===== config.mk =====
export PLATFORM = sky130hd
export DESIGN_NAME = uart_tx_arbiter
export DESIGN_NICKNAME = d
export VERILOG_FILES = /design/src/rtl/uart_tx_arbiter.sv
export SDC_FILE = /design/constraint.sdc
export NUM_CORES = 1
export LEC_CHECK = 0
export BUFFER_PORTS_ARGS = -buffer_cell sky130_fd_sc_hd__buf_2
export CAP_MARGIN = 20
export CORE_UTILIZATION = 30
export DETAILED_ROUTE_END_ITERATION = 7
export GPL_TIMING_DRIVEN = 0
export PLACE_DENSITY_LB_ADDON = 0.08
export RECOVER_POWER = 25
export SETUP_SLACK_MARGIN = 0.4
export SLEW_MARGIN = 20
export SYNTH_ARGS = -nofsm -noshare
export SYNTH_HDL_FRONTEND = slang
export SYNTH_SLANG_ARGS = --single-unit

===== constraint.sdc =====
create_clock -name clk_i -period 1.7 [get_ports clk_i]
set_clock_uncertainty 0.15 [all_clocks]
set_input_delay 0.34 -clock clk_i [delete_from_list [all_inputs] [get_ports clk_i]]
set_output_delay 0.34 -clock clk_i [all_outputs]
set_load 0.1 [all_outputs]

===== src/rtl/uart_tx_arbiter.sv =====
// uart_tx_arbiter: round-robin, packet-locking arbiter of N_REQ byte streams onto the UART TX_BUFFER write port
//  clk_i, rst_n_i (async, active-low)
//  req_valid_i/req_data_i/req_last_i -> req_ready_o : per-requester byte streams, ready is a one-hot 1-cycle accept pulse
//  write_o/write_address_o/write_data_o <- write_done_i/write_error_i : UART register write, held until done
//  grant_o : one-hot current owner, busy_o : not idle
//  UART_ARB_TAG_EN : when defined, each grant first writes tag byte 8'h80|owner (HEADER state)
package uart_tx_arbiter_pkg;
  typedef enum logic [2:0] {RX_BUFFER = 3'd0, TX_BUFFER = 3'd1, STATUS = 3'd2, CONTROL = 3'd3} uart_registers_t;
endpackage

module uart_tx_arbiter
  import uart_tx_arbiter_pkg::*;
#(
  parameter int N_REQ     = 4,
  parameter int MAX_BURST = 16,
  parameter int RETRY_GAP = 8
) (
  input  logic               clk_i,
  input  logic               rst_n_i,
  input  logic [N_REQ-1:0]   req_valid_i,
  input  logic [8*N_REQ-1:0] req_data_i,
  input  logic [N_REQ-1:0]   req_last_i,
  output logic [N_REQ-1:0]   req_ready_o,
  output logic               write_o,
  output uart_registers_t    write_address_o,
  output logic [31:0]        write_data_o,
  input  logic               write_done_i,
  input  logic               write_error_i,
  output logic [N_REQ-1:0]   grant_o,
  output logic               busy_o
);
  localparam int IW = $clog2(N_REQ);
`ifdef UART_ARB_TAG_EN
  typedef enum logic [2:0] {IDLE, FETCH, WRITE, BACKOFF, HEADER} state_t;
`else
  typedef enum logic [2:0] {IDLE, FETCH, WRITE, BACKOFF} state_t;
`endif
  state_t state, state_d;
  logic [IW-1:0] owner, rr_ptr, pick;
  logic any_req, fire, rel;
  logic [7:0] burst_cnt, gap_cnt, data_q;
  logic last_q;
`ifdef UART_ARB_TAG_EN
  logic hdr_q;
`endif
  function automatic logic [IW-1:0] wrap_add(input logic [IW-1:0] p, input int k);
    return (int'(p) + k >= N_REQ) ? IW'(int'(p) + k - N_REQ) : IW'(int'(p) + k);
  endfunction
  // scan downwards so the nearest valid index after rr_ptr is the last one written
  always_comb begin
    pick = rr_ptr;
    any_req = 1'b0;
    for (int k = N_REQ; k >= 1; k--)
      if (req_valid_i[wrap_add(rr_ptr, k)]) begin
        pick = wrap_add(rr_ptr, k);
        any_req = 1'b1;
      end
  end
  assign fire = state == FETCH && req_valid_i[owner];
  assign rel = state == WRITE && write_done_i && !write_error_i && (last_q || burst_cnt == 8'(MAX_BURST));
  always_comb begin
    state_d = state;
    unique case (state)
`ifdef UART_ARB_TAG_EN
      IDLE:    if (any_req) state_d = HEADER;
      HEADER:  if (write_done_i) state_d = write_error_i ? BACKOFF : FETCH;
      BACKOFF: if (gap_cnt == 8'(RETRY_GAP - 1)) state_d = hdr_q ? HEADER : WRITE;
`else
      IDLE:    if (any_req) state_d = FETCH;
      BACKOFF: if (gap_cnt == 8'(RETRY_GAP - 1)) state_d = WRITE;
`endif
      FETCH:   if (fire) state_d = WRITE;
      WRITE:   if (write_done_i) state_d = write_error_i ? BACKOFF : (rel ? IDLE : FETCH);
      default: state_d = IDLE;
    endcase
  end
  always_ff @(posedge clk_i or negedge rst_n_i)
    if (!rst_n_i) state <= IDLE;
    else state <= state_d;
  always_ff @(posedge clk_i or negedge rst_n_i)
    if (!rst_n_i) begin
      owner     <= '0;
      rr_ptr    <= IW'(N_REQ - 1);
      burst_cnt <= 8'd0;
      gap_cnt   <= 8'd0;
      data_q    <= 8'd0;
      last_q    <= 1'b0;
`ifdef UART_ARB_TAG_EN
      hdr_q     <= 1'b0;
`endif
    end else begin
      if (state == IDLE && any_req) begin
        owner <= pick;
`ifdef UART_ARB_TAG_EN
        data_q <= 8'h80 | 8'(pick);
        hdr_q  <= 1'b1;
`endif
      end
`ifdef UART_ARB_TAG_EN
      if (state == HEADER && write_done_i && !write_error_i) hdr_q <= 1'b0;
`endif
      if (fire) begin
        data_q    <= req_data_i[{owner, 3'b000} +: 8];
        last_q    <= req_last_i[owner];
        burst_cnt <= burst_cnt + 8'd1;
      end
      if (rel) begin
        rr_ptr    <= owner;
        burst_cnt <= 8'd0;
      end
      gap_cnt <= state == BACKOFF ? gap_cnt + 8'd1 : 8'd0;
    end
  // outputs decode from state so reset clears them without waiting for a clock
`ifdef UART_ARB_TAG_EN
  assign write_o = state == WRITE || state == HEADER;
`else
  assign write_o = state == WRITE;
`endif
  assign busy_o          = state != IDLE;
  assign grant_o         = busy_o ? N_REQ'(1) << owner : '0;
  assign req_ready_o     = fire ? N_REQ'(1) << owner : '0;
  assign write_address_o = TX_BUFFER;
  assign write_data_o    = {24'b0, data_q};
endmodule


After elaboration in Yosys (flattened, before gate mapping)

Cells that the tools add are included.

Flip-flop bits (word level): 32
Bits of input ports: 44
Output and inout port bits: 45

$add $sub $neg: 10
$lt $le $gt $ge: 9
Equality and inequality tests: 9
Shift operators: 2
Mux-type cells: 36
Reductions and logical operators: 11

Operators by type and width:

| kind                  | count |
|---|---|
| $shiftx A32 B6 Y8     | 1 |
| $mux W8               | 3 |
| $mux W2               | 9 |
| $add A8 B1 Y8 const B | 2 |
| $lt A2 B3 Y1 const B  | 5 |
| $bmux W1 S2           | 6 |
| $mux W3               | 4 |
| $pmux W3 S4           | 1 |
| $mux W1               | 11 |
| $ge A3 B3 Y1 const B  | 3 |
| $eq A8 B3 Y1 const B  | 1 |
| $eq A8 B5 Y1 const B  | 1 |
| $mux W4               | 2 |
| $sub A2 B1 Y2 const B | 4 |
| $add A2 B2 Y3 const B | 2 |
| $eq A3 B2 Y1 const B  | 2 |
| $ne A2 B2 Y1 const B  | 3 |
| $logic_and A1 B1 Y1   | 5 |
| $add A2 B3 Y4 const B | 1 |
| $ge A4 B3 Y1 const B  | 1 |
| $reduce_and A4 Y1     | 1 |
| $shl A1 B2 Y4 const A | 1 |
| $add A2 B1 Y3 const B | 1 |
| $eq A3 B1 Y1 const B  | 1 |
| 6 further kinds       | 6 |

Depth between registers and ports, before layout

Depth after elaboration: 11
Gate-level depth with buffers: 6
Depth with buffers taken out: 5

Least setup slack after synthesis

OpenSTA, ideal clock, no wires.

Kind: reg-to-output
Start: register owner[0]
End: output req_ready_o[0]
Data arrival time: 3.200 ns
Slack: -1.990 ns
Cell stages (with the launch flop): 6
Cell sequence: dfrtp_1 -> buf_6 -> mux4_2 -> nand2_2 -> buf_4 -> nor3_1

Cells in the longest elaborated chain, start to end: 4

Ends and longest elaborated chain:

| element                       | line | text |
|---|---|---|
| start, declared               | 39   | `logic [IW-1:0] owner, rr_ptr, pick;` |
| start signal, assigned        | 93   | `owner <= pick;` |
| $bmux W1 S2                   | 59   | `assign fire = state == FETCH && req_valid_i[owner];` |
| $mux W1 (not written as such) | 59   |  |
| $logic_and A1 B1 Y1           | 59   |  |
| $mux W4 *                     | 121  | `assign req_ready_o = fire ? N_REQ'(1) << owner : '0;` |
| end, declared                 | 23   | `output logic [N_REQ-1:0] req_ready_o,` |

Mark *: on every way between the ends. The rest lies on a longest branch, timed or not. The select of a mux whose other input is x is not followed.

Worst setup path after layout

Start: register owner[0]
End: output req_ready_o[3]

The elaborated chain is that of the path after synthesis.

==> key figures <==
Route
  – Iteration count of the initial detailed-routing pass: 4
  – Via Count: between 1500 and 2000
  – Number of remaining DRC errors: 0
  – First-iteration detailed-routing DRC count: 89
  – Residual antenna-violating net count after detailed routing: 0
  – Sum of routed wire length over all layers: between 5000 and 6000 um
  – Routed length per placed instance: approximately 13 um
  – Detail-routed via count per cell: 4.50

Clocking
  – H-tree levels: 2
  – Sink count of the clock tree: 31
  – Reg clk slew, reported paths: 0.08 ns
  – Clock Latency Late Sink: ~0.28 ns
  – Clock Tree Root: clkbuf_8
  – Number of CTS-inserted buffers: 5
  – TritonCTS clock tree: built
  – Maximum clock insertion buffer count: 2

Yosys
  – Number of synthesized flops with an enable pin: 0
  – Yosys Warn Count: 0
  – Dominant combinational cell family by area after synthesis: simple AND/OR/NAND/NOR gates
  – Synth Area in Compound Gates: 5.60%
  – Count of mapped cells out of synthesis: 211
  – Area share of and/or/nand/nor cells after synthesis: between 20% and 30%
  – Adder-Cell Fraction of Synth Area: under 10%
  – Portion of netlist area occupied by mux cells: between 10% and 20%
  – Synth Area per Inst: 9.64 sq um
  – Synthesized cell area: between 2000 and 2500 sq um
  – Most frequently used flop master after synthesis: dfrtp_1
  – Post-synthesis share of cell area spent on xor and xnor gates: between 4 and 5%
  – Post-synthesis sequential element count: 31
  – Post-synthesis async set-or-reset flop share: 100%
  – Sequential share of the synthesized area: about two fifths
  – Post-synthesis cell type count: 37

Worst hold path
  – Path category of the worst min-delay check: in2async

Finish
  – Area growth from synthesis to final layout: 75.1%
  – Fraction of layout instances using a drive strength above 1: 57.4%
  – Count of non-filler cells in the finished layout: 415
  – Antenna Diode Count: 0
  – Nets: 384
  – Number of filler instances in the final layout: 598

GRT
  – GRT Util Overall: approximately 16%
  – Global-route wire length before repair: 9000 um
  – Antenna violations before repair: 0
  – Via count of the first global-routing pass: 1890
  – Pin count of the biggest net entering global routing: 32
  – Overflow after GRT: 0

Floorplanning
  – Effective utilization at floorplan: about a third
  – Area of the die: 7110 sq um
  – Die outline width: around 84 um
  – Site Rows: 29
  – Core Footprint: 6460 sq um
  – Boundary pin count: between 80 and 90
  – Die Height: around 84 um

Worst setup path
  – Worst-path fanout max: 6
  – Endpoint kind of the worst setup timing path: output port
  – WS Path Type: reg2out
  – WP data arrival: 1.73 ns
  – Critical path required time: 1.21 ns
  – Reg-to-reg setup timing slack: -0.45 ns
  – Type of element launching the critical path: flip-flop

Timing
  – Maximum clock frequency: 450 MHz
  – Setup slack of the critical path after layout: -0.520 ns
  – Unrepaired setup endpoints after global routing: true
  – Slew headroom: a little under half
  – Final worst path period share: 131%
  – Setup violation total in the final timing report: 29
  – Final worst path period need: 2.22 ns
  – Worst Max-Slew Pin Slew: 0.822 ns
  – Post-Route Setup TNS: -7.34 ns
  – Worst-case hold slack: -0.00881 ns
  – Pins over their slew limit: 0
  – Number of endpoints with negative hold slack in the final report: 5

Power and ir drop
  – Leakage power of the design: 1.72 nW
  – Areal power density over the cells: around 1700 nW/um^2
  – Worst-case vdd ir drop: ~1600 uV
  – Total power after layout: between 6 and 7 mW

Place
  – Port Buf Inserts: 61
  – Total instance count after detailed placement: between 300 and 400
  – Half-perimeter wire length after detailed placement: roughly 3400 um
  – Routability-driven placement congestion ratio: between 0.7 and 0.8

Status
  – Result of the run: finished with violations
  – Failing checks: hold timing, setup timing

Job
  – Max-cap violation count: 0
## cell type report
cell class | count | area [sq um] | share of cell area [%]
clock buffer | 6 | 82.6 | 2.32
tap | 77 | 96.3 | 2.71
clock inverter | 2 | 35.0 | 0.984
timing repair buffer | 94 | 888 | 25.0
multi-input combinational | 166 | 1320 | 37.1
buffer | 35 | 325 | 9.14
sequential | 31 | 790 | 22.2
inverter | 4 | 22.5 | 0.633
## state kept, by name, indices dropped and copies added (netlist names)
name	cells
rr_ptr	2
state	2
owner	2
last_q	1
burst_cnt	8
data_q	8
gap_cnt	8
## report_power, final
part / switching (mW) / total, mW / internal, mW
clock network: 0.288 / 0.762 / 0.474
logic: 2.39 / 4.12 / 1.73
registers: 0.284 / 1.32 / 1.03
## placed cells by master (no fill, tap or decap), types with 7 or more instances in the layout
master     n
buf_2     42
buf_12    20
nor2_1    13
conb_1    27
dfrtp_2    9
clkbuf_8   7
buf_6     15
buf_4     46
dfrtp_1   20
nand2_1   31
xor2_1     8
nor2_4     7
## repair_timing
action	4_1_cts	5_1_grt
hold endpoints to repair	15	0
gates resized for setup	92	24
endpoints found under the setup margin	40	48
pin swaps	11	9
buffers inserted	27	6
## final timing paths
path,from,end,depth (start not counted)
setup / recovery,owner[0],req_ready_o[3],6
hold / removal,rst_n_i,data_q[0],1
setup reg to reg,owner[0],burst_cnt[6],10
hold reg to reg,gap_cnt[0],gap_cnt[0],1
max in group asynchronous,rst_n_i,data_q[5],1
min in group clk_i,req_data_i[26],data_q[2],4
## worst max-delay path: stages (launching register included)
cell and delay, ns:
dfrtp_1 0.34, buf_6 0.10, mux4_2 0.55, nand2_4 0.12, buf_12 0.14, nor2_4 0.05, buf_12 0.16
## cell usage after synthesis, types with 2 or more instances
library cell  count  area, sq um
conb_1            2         7.51
and2_1            2         12.5
nor2b_1           3         18.8
mux2_2            3         33.8
nor2_1           24         90.1
nor4_1            2         12.5
ha_1              3         37.5
dfrtp_1          29          726
inv_1             4         15.0
nand4_1           4         25.0
xnor2_1           3         26.3
nand2b_1          7         43.8
xor2_1            8         70.1
nand2_2           2         12.5
nand3_1           5         25.0
dfstp_2           2         52.6
nand2_1          33          124
and3_1            4         25.0
buf_4            29          218
nor3_1            5         25.0
mux4_2            6          135
o21ai_0           6         30.0
a21oi_1           4         20.0
buf_6             2         22.5
a31oi_1           3         18.8
clkbuf_1          2         7.51
mux4_1            4          105
## per-layer routing
layer / global-route usage (%) / vias up / part of all wire, %
li1: - / 920 / -
met1: 19.9 / 900 / 42
met2: 28.6 / 44 / 53
met3: 2.95 / 5 / 3.5
met4: 5.17 / 0 / 1.2
met5: 0 / - / 0
## kinds of logic after synthesis
logic type,after synthesis
simple gates,96
flops,31
xor+xnor,11
mux,13
other cells,2
fa+ha+maj,3
compound gates,16
buf+inv,39
## metrics by stage
stage | utilization [%] | hold slack [ns] | worst slack (ns) | area (sq um)
finish | 55.1 | -0.00881 | -0.520 | 3560
global placement | 42.1 | 0.300 | -0.619 | 2720
global route | 55.1 | 0.0559 | -0.580 | 3560
floorplan | - | -0.106 | -0.725 | 2320
detailed placement | 42.1 | 0.300 | -0.624 | 2720
CTS | 52.7 | -0.00503 | -0.524 | 3400
Note: power is estimated with default switching activity, not from simulation.
